===== src/rtl/seg_sched_if.sv =====
// seg_sched_if: bundle between the display requesters and the seg_sched
// time-slicing scheduler.
//   req_valid   [NUM_REQ]     requester wants the display (level-held)
//   req_value   [16*NUM_REQ]  requester i value in bits [16*i+15:16*i]
//   req_blink   [NUM_REQ]     blink request per requester (SEG_SCHED_BLINK_EN only)
//   grant       [NUM_REQ]     one-hot current owner, zero when idle
//   grant_pulse [NUM_REQ]     one-cycle pulse when ownership is taken
//   disp_value  [16]          registered value for the display
//   blank                     display must show nothing
//   scan_tick                 one-cycle digit-advance enable
// Modports: master = requester side, slave = scheduler side.
// Optional macro: SEG_SCHED_BLINK_EN adds req_blink.
interface seg_sched_if #(
  parameter int NUM_REQ = 2
);
  logic [NUM_REQ-1:0]    req_valid;
  logic [16*NUM_REQ-1:0] req_value;
`ifdef SEG_SCHED_BLINK_EN
  logic [NUM_REQ-1:0]    req_blink;
`endif
  logic [NUM_REQ-1:0]    grant;
  logic [NUM_REQ-1:0]    grant_pulse;
  logic [15:0]           disp_value;
  logic                  blank;
  logic                  scan_tick;

  modport master (
    output req_valid, req_value,
`ifdef SEG_SCHED_BLINK_EN
    output req_blink,
`endif
    input  grant, grant_pulse, disp_value, blank, scan_tick
  );

  modport slave (
    input  req_valid, req_value,
`ifdef SEG_SCHED_BLINK_EN
    input  req_blink,
`endif
    output grant, grant_pulse, disp_value, blank, scan_tick
  );
endinterface


===== src/rtl/seg_sched.sv =====
// seg_sched: shares one 4-digit 7-segment display between NUM_REQ
// requesters. Round-robin ownership with a minimum hold time, optional
// preemption by requester 0 (PRIO0), and a free-running scan divider
// producing scan_tick every SCAN_DIV cycles.
// Ports:
//   clk_in  - single clock
//   rst_in  - synchronous active-high reset
//   bus     - seg_sched_if.slave (requests in; grant/display/scan out)
// Optional macro: SEG_SCHED_BLINK_EN adds per-requester blinking of the
// display (parameter BLINK_DIV, counted in scan_tick pulses).
module seg_sched #(
  parameter int NUM_REQ     = 2,
  parameter int HOLD_CYCLES = 1024,
  parameter int SCAN_DIV    = 16,
  parameter int PRIO0       = 1
`ifdef SEG_SCHED_BLINK_EN
  , parameter int BLINK_DIV = 64
`endif
) (
  input logic        clk_in,
  input logic        rst_in,
  seg_sched_if.slave bus
);
  localparam int PW = $clog2(NUM_REQ);
  localparam int HW = $clog2(HOLD_CYCLES);
  localparam int SW = $clog2(SCAN_DIV);
  localparam logic [HW-1:0] HOLD_MAX = HW'(HOLD_CYCLES - 1);
  localparam logic [SW-1:0] SCAN_MAX = SW'(SCAN_DIV - 1);
  localparam logic [PW-1:0] LAST_REQ = PW'(NUM_REQ - 1);

  typedef enum logic {IDLE, HOLD} state_t;

  state_t             state_reg, state_next;
  logic [PW-1:0]      owner_reg, owner_next;
  logic [PW-1:0]      rr_reg, rr_next;
  logic [NUM_REQ-1:0] grant_reg, grant_next;
  logic [NUM_REQ-1:0] pulse_reg, pulse_next;
  logic [HW-1:0]      hold_reg, hold_next;
  logic [SW-1:0]      scan_reg;
  logic [15:0]        disp_reg, disp_next;
  logic               blank_reg, blank_next;
  logic [15:0]        req_word [NUM_REQ];
  logic [NUM_REQ-1:0] others;
  logic               take;
  logic [PW-1:0]      sel;
  logic [PW:0]        pick_res;
  logic               scan_tick;

  for (genvar gi = 0; gi < NUM_REQ; gi++) begin : g_word
    assign req_word[gi] = bus.req_value[16*gi +: 16];
  end

  function automatic logic [PW-1:0] next_idx(input logic [PW-1:0] i);
    return (i == LAST_REQ) ? '0 : i + 1'b1;
  endfunction

  // Returns {found, index}: first set bit at or after ptr, wrapping.
  // With PRIO0 set, index 0 wins whenever it is present in v.
  function automatic logic [PW:0] pick(input logic [NUM_REQ-1:0] v,
                                       input logic [PW-1:0]      ptr);
    logic          found;
    logic [PW-1:0] idx;
    logic [PW-1:0] j;
    found = 1'b0;
    idx   = '0;
    j     = ptr;
    for (int k = 0; k < NUM_REQ; k++) begin
      if (!found && v[j]) begin
        found = 1'b1;
        idx   = j;
      end
      j = next_idx(j);
    end
    if (PRIO0 != 0 && v[0]) begin
      found = 1'b1;
      idx   = '0;
    end
    return {found, idx};
  endfunction

  assign scan_tick = (scan_reg == SCAN_MAX);

`ifdef SEG_SCHED_BLINK_EN
  localparam int BW = (BLINK_DIV > 1) ? $clog2(BLINK_DIV) : 1;
  localparam logic [BW-1:0] BLINK_MAX = BW'(BLINK_DIV - 1);
  logic [BW-1:0] blink_cnt_reg;
  logic          blink_phase_reg;

  // Phase 1 = blanked half of the blink period; restarts visible on
  // every ownership change and whenever the owner is not blinking.
  always_ff @(posedge clk_in) begin
    if (rst_in || take || state_reg != HOLD || !bus.req_blink[owner_reg]) begin
      blink_cnt_reg   <= '0;
      blink_phase_reg <= 1'b0;
    end else if (scan_tick) begin
      if (blink_cnt_reg == BLINK_MAX) begin
        blink_cnt_reg   <= '0;
        blink_phase_reg <= ~blink_phase_reg;
      end else begin
        blink_cnt_reg <= blink_cnt_reg + 1'b1;
      end
    end
  end
`endif

  always_comb begin
    state_next = state_reg;
    owner_next = owner_reg;
    rr_next    = rr_reg;
    grant_next = grant_reg;
    pulse_next = '0;
    hold_next  = hold_reg;
    disp_next  = disp_reg;
    take       = 1'b0;
    sel        = '0;
    pick_res   = '0;
    others     = bus.req_valid;
    others[owner_reg] = 1'b0;

    case (state_reg)
      IDLE: begin
        pick_res = pick(bus.req_valid, rr_reg);
        take     = pick_res[PW];
        sel      = pick_res[PW-1:0];
      end
      HOLD: begin
        disp_next = req_word[owner_reg];
        if (hold_reg != HOLD_MAX) hold_next = hold_reg + 1'b1;
        // Owner drop outranks expiry; preemption outranks expiry.
        if (!bus.req_valid[owner_reg]) begin
          pick_res = pick(others, rr_reg);
          take     = pick_res[PW];
          sel      = pick_res[PW-1:0];
          if (!pick_res[PW]) begin
            state_next = IDLE;
            grant_next = '0;
          end
        end else if (PRIO0 != 0 && owner_reg != '0 && bus.req_valid[0]) begin
          take = 1'b1;
          sel  = '0;
        end else if (hold_reg == HOLD_MAX && (|others) &&
                     !(PRIO0 != 0 && owner_reg == '0)) begin
          rr_next  = next_idx(owner_reg);
          pick_res = pick(others, next_idx(owner_reg));
          take     = 1'b1;
          sel      = pick_res[PW-1:0];
        end
      end
      default: state_next = IDLE;
    endcase

    if (take) begin
      state_next      = HOLD;
      owner_next      = sel;
      grant_next      = '0;
      grant_next[sel] = 1'b1;
      pulse_next      = grant_next;
      hold_next       = '0;
    end

`ifdef SEG_SCHED_BLINK_EN
    blank_next = (state_reg == IDLE) || (bus.req_blink[owner_reg] && blink_phase_reg);
`else
    blank_next = (state_reg == IDLE);
`endif
  end

  always_ff @(posedge clk_in) begin
    if (rst_in) begin
      state_reg <= IDLE;
      owner_reg <= '0;
      rr_reg    <= '0;
      grant_reg <= '0;
      pulse_reg <= '0;
      hold_reg  <= '0;
      scan_reg  <= '0;
      disp_reg  <= 16'h0000;
      blank_reg <= 1'b1;
    end else begin
      state_reg <= state_next;
      owner_reg <= owner_next;
      rr_reg    <= rr_next;
      grant_reg <= grant_next;
      pulse_reg <= pulse_next;
      hold_reg  <= hold_next;
      scan_reg  <= (scan_reg == SCAN_MAX) ? '0 : scan_reg + 1'b1;
      disp_reg  <= disp_next;
      blank_reg <= blank_next;
    end
  end

  assign bus.grant       = grant_reg;
  assign bus.grant_pulse = pulse_reg;
  assign bus.disp_value  = disp_reg;
  assign bus.blank       = blank_reg;
  assign bus.scan_tick   = scan_tick;
endmodule


===== src/flat_wrapper.sv =====
// flat-port wrapper written by rule: the top's interface ports become plain ports
module seg_sched_flat 
#(
  parameter int NUM_REQ     = 2,
  parameter int HOLD_CYCLES = 1024,
  parameter int SCAN_DIV    = 16,
  parameter int PRIO0       = 1

)
  (clk_in, rst_in, bus_req_valid, bus_req_value, bus_grant, bus_grant_pulse, bus_disp_value, bus_blank, bus_scan_tick);
  seg_sched_if #(.NUM_REQ(NUM_REQ)) bus_i ();
  input logic clk_in;
  input logic rst_in;
  input wire logic [$bits(bus_i.req_valid)-1:0] bus_req_valid;
  input wire logic [$bits(bus_i.req_value)-1:0] bus_req_value;
  output wire logic [$bits(bus_i.grant)-1:0] bus_grant;
  output wire logic [$bits(bus_i.grant_pulse)-1:0] bus_grant_pulse;
  output wire logic [$bits(bus_i.disp_value)-1:0] bus_disp_value;
  output wire logic [$bits(bus_i.blank)-1:0] bus_blank;
  output wire logic [$bits(bus_i.scan_tick)-1:0] bus_scan_tick;
  assign bus_i.req_valid = bus_req_valid;
  assign bus_i.req_value = bus_req_value;
  assign bus_grant = bus_i.grant;
  assign bus_grant_pulse = bus_i.grant_pulse;
  assign bus_disp_value = bus_i.disp_value;
  assign bus_blank = bus_i.blank;
  assign bus_scan_tick = bus_i.scan_tick;
  seg_sched #(.NUM_REQ(NUM_REQ), .HOLD_CYCLES(HOLD_CYCLES), .SCAN_DIV(SCAN_DIV), .PRIO0(PRIO0)) u_core (.clk_in(clk_in), .rst_in(rst_in), .bus(bus_i));
endmodule

===== config.mk =====
export PLATFORM = sky130hd
export DESIGN_NAME = seg_sched_flat
export DESIGN_NICKNAME = d
export VERILOG_FILES = /design/src/rtl/seg_sched_if.sv /design/src/rtl/seg_sched.sv /design/src/flat_wrapper.sv
export SDC_FILE = /design/constraint.sdc
export NUM_CORES = 1
export LEC_CHECK = 0
export BUFFER_PORTS_ARGS = -buffer_cell sky130_fd_sc_hd__buf_2
export CORE_MARGIN = 2
export CORE_UTILIZATION = 42
export CTS_CLUSTER_DIAMETER = 200
export DETAILED_ROUTE_END_ITERATION = 7
export PLACE_DENSITY = 0.86
export SETUP_SLACK_MARGIN = 0.15
export SYNTH_ARGS = -nofsm -noshare
export SYNTH_HDL_FRONTEND = slang
export SYNTH_SLANG_ARGS = --single-unit

===== constraint.sdc =====
create_clock -name clk_in -period 1.4 [get_ports clk_in]
set_input_delay 0.28 -clock clk_in [delete_from_list [all_inputs] [get_ports clk_in]]
set_output_delay 0.28 -clock clk_in [all_outputs]
set_load 0.02 [all_outputs]

-- Word level (Yosys, flattened, before mapping)
Cells that the tools add are included.
- register bits after elaboration: 38
- output and inout port bits: 22
- reductions and logical operators: 19
- bitwise gates (word level): 6
- mux-type cells: 65
- eq/ne operators: 5
- order comparisons: 9
- $add $sub $neg: 5
- operator list (operator ; count):
    $mux 1 ; 54
    $mux 16 ; 3
    $lt 1x2->1 const B ; 6
    $add 10x1->10 const B ; 1
    $eq 10x10->1 const B ; 1
    $ne 10x10->1 const B ; 1
    $logic_and 1x1->1 ; 8
    $mux 2 ; 4
    $reduce_or 2->1 ; 4
    $add 4x1->4 const B ; 1
    $eq 4x4->1 const B ; 1
    $ne 2x1->1 const B ; 2
    $pmux 1 s2 ; 2
    $reduce_and 4->1 ; 1
    $add 1x1->1 const B ; 3
    $logic_not 1->1 ; 3
    $not 1->1 ; 3
    $reduce_and 3->1 ; 1
    $and 2x2->2 ; 1
    $demux 1 s1 ; 2
    $ge 1x1->1 const B ; 2
    $ge 2x2->1 const B ; 1
    $not 1->2 ; 1
    $not 2->2 ; 1
    2 further kinds ; 2

-- Longest topological paths before layout
Gate-level depths: netlist of the first run.
- depth after elaboration: 26
- gate-level depth with buffers: 5
- depth with buffers taken out: 4

-- Worst setup path before layout of the first run
OpenSTA, ideal clock, no wires.
- path kind: register to output
- from: reg u_core.scan_reg[0]
- to: out bus_scan_tick
- stages on the path, launching flop included: 3
- buffers on the path: 0
- required time: 1.120 ns
- setup slack: 0.276 ns
- data arrival time: 0.844 ns
- cells stage by stage: dfxtp_1 -> ha_1 -> and3_1
- word-level cells in the longest chain between the ends: 1
- RTL lines (item ; RTL line ; text):
    start, declared ; seg_sched.sv:39 ; logic [SW-1:0] scan_reg;
    start signal, assigned ; seg_sched.sv:186 ; scan_reg <= (scan_reg == SCAN_MAX) ? '0 : scan_reg + 1'b1;
    $eq 4x4->1 ; seg_sched.sv:81 ; assign scan_tick = (scan_reg == SCAN_MAX);
    end, declared ; flat_wrapper.sv:20 ; output wire logic [$bits(bus_i.scan_tick)-1:0] bus_scan_tick;
No other way between the ends.

-- Worst setup path after layout of the first run
Same ends and word-level chain as after synthesis.

==> reports/qor.yml, run 1 <==
crit_type: "flop to output pin"
post-route-drc-count: 0
largest_register_ffs: 16
cts.sinks: 27
hold_ws_ps: 216
synthCells: 117
dpl_cell_area_sq_um: 1410
worst_pin_slew_ps: 473
max_stage_delay_ps: 370
firstDrtPassIters: 4
fin_crit_sh: 1.02
required_ps: 1120
yosysWarnings: 0
grt_pass1_vias: 1061
htree_levels: 1
rows: 18
io_pins: 58
hp-start: "bus_req_valid[0]"
r2r.worst_path.cells: 5
slew-limit-headroom: 0.685
clkTransAtPathRegs_ps: 150
dieArea_sq_um: 3050
holdPathEnd: "u_core.owner_reg"
ir_drop_uv: 604
muxShareOfSynthArea: 0.145
post-dp-hpwl_microns: 1990
hold_viol: 0
maxSlewViolCount: 0
setup_slack_ps: -22.6
crit_buf_inv: 1
core_region_area_sq_um: 2480
syn_area_sq_um: 1100
synth-edff-count: 0
mostFrequentLayoutCells: "buf_2, dfxtp_1, nor2_1, mux2i_1, a211oi_1"
min_path_cells: 2
place_congestion: 0.654
rsz0062_at_grt: "true"
antenna_found_initial: 0
synth-seq-cells: 27
async_reset_ff_frac: 0
ys_seq_area_frac: 0.491
syn_area_per_cell_sq_um: 9.41
final_cell_area_sq_um: 1490
viasPerCell: 5.11
path_max_fanout: 2
clock_latency_ps: 320
min_period_ps: 1420
fmax_mhz: 703
maxCapViolCount: 0
synth_cell_types: 22
yosys.area_share.adder: 0.0114
r2r_start: "u_core.scan_reg[0]"
grt_pass1_wl_microns: 4330
fin_nets: 214
start_util: 0.444
area_delta_synth_final_pct: 35.7
synth_top_family_by_area: "compound AO/OA/AOI/OAI gates"
diodes: 0
drive_gt1_frac: 0.415
die_y_microns: 55.2
vias: 1053
syn_nets: 154
outcome: "finished, violations left"
final_common_cell: "buf_2"
synth_compound_area_frac: 0.153
power.density_nw_per_um2: 1010
grt_usage: 0.174
setup_viol: 1
wl_microns: 2620
overflow: 0
reg2reg_to: "u_core.scan_reg[3]"
p_leak_nw: 0.680
path_cells: "ha_4, and3_4, buf_6"
portBuffers: 57
grt_max_degree: 28
critPathSlowestCell: "dfxtp_2"
wire_per_inst_microns: 12.7
synth_xor_xnor_area_share: 0.00795
rrSetupSlack_ps: 350
cp_top_family: "flip-flops"
synth_simple_gate_area_frac: 0.144
cts_tree: "yes"
numCtsBuffers: 3
clock_skew_ps: 6.26
critPathCaptureType: "output pin"
arrival_ps: 1140
start_kind: "flop"
cts_buffer_depth: 2
ys.flop_type: "dfxtp_1"
antenna_left: 0
die_w_microns: 55.2
drt_iter0_drc: 21
min_path_type: "input port to flop"
clockRootBuffer: "clkbuf_4"
failed_checks: "negative setup slack"
[repair_timing]
action                     in CTS  in global routing
hold buffers                    0                  0
gates cloned                    0                  0
gates resized for setup         7                  0
setup buffers                   4                  0
pin swaps                       1                  0
setup endpoints to repair       1                  1
[final cells by class]
class                   count  area [sq um]
flip-flops and latches     27           543
repair buffers             65           352
clock inverters             1          5.00
well taps                  30          37.5
fillers                   233           983
multi-input cells          78           527
clock buffers               3          22.5
inverters                   2          7.51
[report_power, final]
| part | switching (W) | internal (W) |
|---|---|---|
| sequential | 0.0000317 | 0.000826 |
| combinational | 0.000178 | 0.000143 |
| clock | 0.000228 | 0.000107 |
| total | 0.000438 | 0.00108 |
[cells in the mapped netlist (2+ instances only)]
cell type	count	share of area
and3_1	2	0.011
nor3_1	3	0.014
a211oi_1	16	0.11
o21ai_0	4	0.018
buf_1	2	0.0068
nor2_1	21	0.072
nor3b_1	2	0.014
clkbuf_1	3	0.010
buf_2	5	0.023
dfxtp_1	27	0.49
a21oi_1	3	0.014
mux2i_1	16	0.15
nand2_1	3	0.010
inv_1	2	0.0068
[cell families (layout without fill, tap and decap cells)]
group                      count (synthesis)  in the layout
adders and majority gates                  1              1
DFF                                       27             27
AOI/OAI and AO/OA                         25             25
and+or+nand+nor                           35             35
buffers and inverters                     12             71
xor gates and xnor gates                   1              1
muxes                                     16             16
[how the worst max path moves through the flow]
| stage | from | endpoint | slack (ps) | depth (start not counted) |
|---|---|---|---|---|
| after floorplan | u_core.scan_reg[0] | bus_scan_tick | 280 | 2 |
| after detailed placement | u_core.scan_reg[0] | bus_scan_tick | 140 | 3 |
| after global routing | u_core.scan_reg[0] | bus_scan_tick | -70 | 3 |
| after global placement | u_core.scan_reg[0] | bus_scan_tick | 220 | 3 |
| final | u_core.scan_reg[0] | bus_scan_tick | -20 | 3 |
| after CTS | u_core.scan_reg[1] | bus_scan_tick | -30 | 3 |
[per-stage QoR]
| stage | setup slack [ps] | instances | setup TNS, ps | util | total power [W] |
|---|---|---|---|---|---|
| floorplan | 276 | 117 | 0 | - | 0.00106 |
| global placement | 216 | 198 | 0 | 0.569 | 0.00116 |
| detailed placement | 143 | 198 | 0 | 0.569 | 0.00118 |
| CTS | -32.2 | 206 | -32.2 | 0.603 | 0.00153 |
| global route | -68.7 | 206 | -68.7 | 0.603 | 0.00159 |
| finish | -22.6 | 206 | -22.6 | 0.603 | 0.00151 |
[layer usage]
layer | up-vias | global-route usage | part of all wire | wire (microns)
met5 | - | 0 | 0 | 0
met4 | 0 | 0.0523 | 0 | 0
met3 | 0 | 0.0304 | 0.065 | 170
met2 | 42 | 0.338 | 0.53 | 1380
met1 | 481 | 0.186 | 0.41 | 1060
li1 | 530 | - | - | -
(Power assumes the default switching activity.)
==> inputs of run 2 (changes only) <==
--- a/config.mk
+++ b/config.mk
@@ -11,6 +11,7 @@
 export CTS_CLUSTER_DIAMETER = 200
 export DETAILED_ROUTE_END_ITERATION = 7
 export PLACE_DENSITY = 0.86
+export RECOVER_POWER = 50
 export SETUP_SLACK_MARGIN = 0.15
 export SYNTH_ARGS = -nofsm -noshare
 export SYNTH_HDL_FRONTEND = slang
==> run 2 against run 1 <==
The flow still finishes with violations (negative setup slack). Setup slack barely moved. Routed wire length hardly changed. Sequential power hardly changed.
==> reports/qor.yml, run 2 (synthesis results as in run 1) <==
wire_per_inst_microns: 12.7  # about the same
core_region_area_sq_um: 2480  # unchanged
tns_ps: -22.1  # was -22.6 ps
path_cells: "ha_4, and3_4, buf_6"  # unchanged
crit_buf_inv: 1  # unchanged
grt_usage: 0.174  # unchanged
dp.cells: 198  # unchanged
grt_pass1_vias: 1061  # unchanged
htree_levels: 1  # unchanged
maxSlewViolCount: 0  # unchanged
grt_pass1_wl_microns: 4330  # unchanged
power.density_nw_per_um2: 1020  # was 1010 nW/um^2
cp_top_family: "flip-flops"  # unchanged
cts.sinks: 27  # unchanged
setup_slack_ps: -22.1  # was -22.6 ps
pre_cts_ws_ps: 143  # unchanged
dieArea_sq_um: 3050  # unchanged
fin_nets: 214  # unchanged
worst_pin_slew_ps: 1130  # was 473 ps
maxCapViolCount: 0  # unchanged
antenna_found_initial: 0  # unchanged
slew-limit-headroom: 0.249  # was 0.685
numCtsBuffers: 3  # unchanged
p_total_w: 0.00151  # about the same
fmax_mhz: 703  # about the same
viasPerCell: 5.13  # was 5.11
required_ps: 1120  # about the same
instances_no_fill: 206  # unchanged
cts_buffer_depth: 2  # unchanged
clock_skew_ps: 6.16  # was 6.26 ps
largest_register_ffs: 16  # unchanged
post-route-drc-count: 0  # unchanged
min_path_type: "input port to flop"  # unchanged
die_w_microns: 55.2  # unchanged
path_max_fanout: 2  # unchanged
clockRootBuffer: "clkbuf_4"  # unchanged
final_common_cell: "buf_2"  # unchanged
clkTransAtPathRegs_ps: 150  # about the same
mostFrequentLayoutCells: "buf_2, dfxtp_1, nor2_1, mux2i_1, a211oi_1"  # unchanged
firstDrtPassIters: 4  # unchanged
critPathCaptureType: "output pin"  # unchanged
arrival_ps: 1140  # about the same
place_congestion: 0.654  # unchanged
hold_viol: 0  # unchanged
rsz0062_at_grt: "true"  # unchanged
max_stage_delay_ps: 370  # about the same
drt_iter0_drc: 20  # was 21
grt_max_degree: 28  # unchanged
drive_gt1_frac: 0.409  # was 0.415
start_kind: "flop"  # unchanged
vias: 1056  # was 1053
area_delta_synth_final_pct: 35.1  # was 35.7%
clock_latency_ps: 320  # about the same
start_util: 0.444  # unchanged
p_leak_nw: 0.676  # was 0.680 nW
outcome: "finished, violations left"  # unchanged
wl_microns: 2610  # was 2620 microns
io_pins: 58  # unchanged
cts_tree: "yes"  # unchanged
min_period_ps: 1420  # about the same
antenna_left: 0  # unchanged
crit_type: "flop to output pin"  # unchanged
setup_viol: 1  # unchanged
ir_drop_uv: 604  # about the same
failed_checks: "negative setup slack"  # unchanged
portBuffers: 57  # unchanged
fin_crit_sh: 1.02  # about the same
critPathSlowestCell: "dfxtp_2"  # unchanged
rows: 18  # unchanged
die_y_microns: 55.2  # unchanged
final_core_util: 0.601  # was 0.603
post-dp-hpwl_microns: 1990  # unchanged
overflow: 0  # unchanged
diodes: 0  # unchanged
[run 2: changes by cell type in the layout (fill, tap and decap cells not counted), sizes merged]
| cell | previous run | this run |
|---|---|---|
| buf | 65 | 62 |
| clkbuf | 3 | 6 |
[run 2: metrics by stage]
| stage | instance area [sq um] | hold WS [ps] |
|---|---|---|
| 2_1_floorplan | 1100 | 366 |
| 4_1_cts | 1490 | 202 |
| 5_1_grt | 1490 | 213 |
| 3_5_place_dp | 1410 | 475 |
| 6_report | 1490 | 216 |
| 3_3_place_gp | 1410 | 460 |
[run 2: worst paths after layout]
| path | cells after the start | start | endpoint | slack [ps] |
|---|---|---|---|---|
| worst max-delay path | 3 | u_core.scan_reg[0] | bus_scan_tick | -20 |
| worst min-delay path | 2 | bus_req_valid[0] | u_core.owner_reg | 220 |
| worst max register to register | 3 | u_core.owner_reg | u_core.bus.disp_value[11] | 180 |
| worst min register to register | 2 | u_core.bus.disp_value[0] | u_core.bus.disp_value[0] | 490 |
[run 2: routing by layer]
metal,vias up,share of wire,global-route usage
li1,532,-,-
met1,482,0.41,0.186
met2,42,0.53,0.338
met3,0,0.064,0.0304
met4,0,0,0.0523
met5,-,0,0
[run 2: worst register-to-register path: stages (launching register included)]
cell      delay, ps
dfxtp_1         350
clkbuf_2        350
mux2i_1         260
a211oi_1        100
[run 2: cell type report]
type / instances / area (sq um)
multi-input cells: 78 / 527
repair buffers: 65 / 345
clock inverters: 1 / 5.00
flip-flops and latches: 27 / 543
fillers: 236 / 990
clock buffers: 3 / 22.5
well taps: 30 / 37.5
inverters: 2 / 7.51
[run 2: power by group]
group	switching, W	leakage (nW)	total [W]	internal, W
combinational	0.000178	0.434	0.000319	0.000141
clock	0.000228	0.0177	0.000335	0.000107
sequential	0.0000316	0.224	0.000857	0.000826
total	0.000438	0.676	0.00151	0.00107
[run 2: repair_timing]
item | in CTS | in global routing
pin swaps | 1 | 0
endpoints found under the setup margin | 1 | 1
hold buffers | 0 | 0
setup buffers | 4 | 0
gates resized for setup | 7 | 0
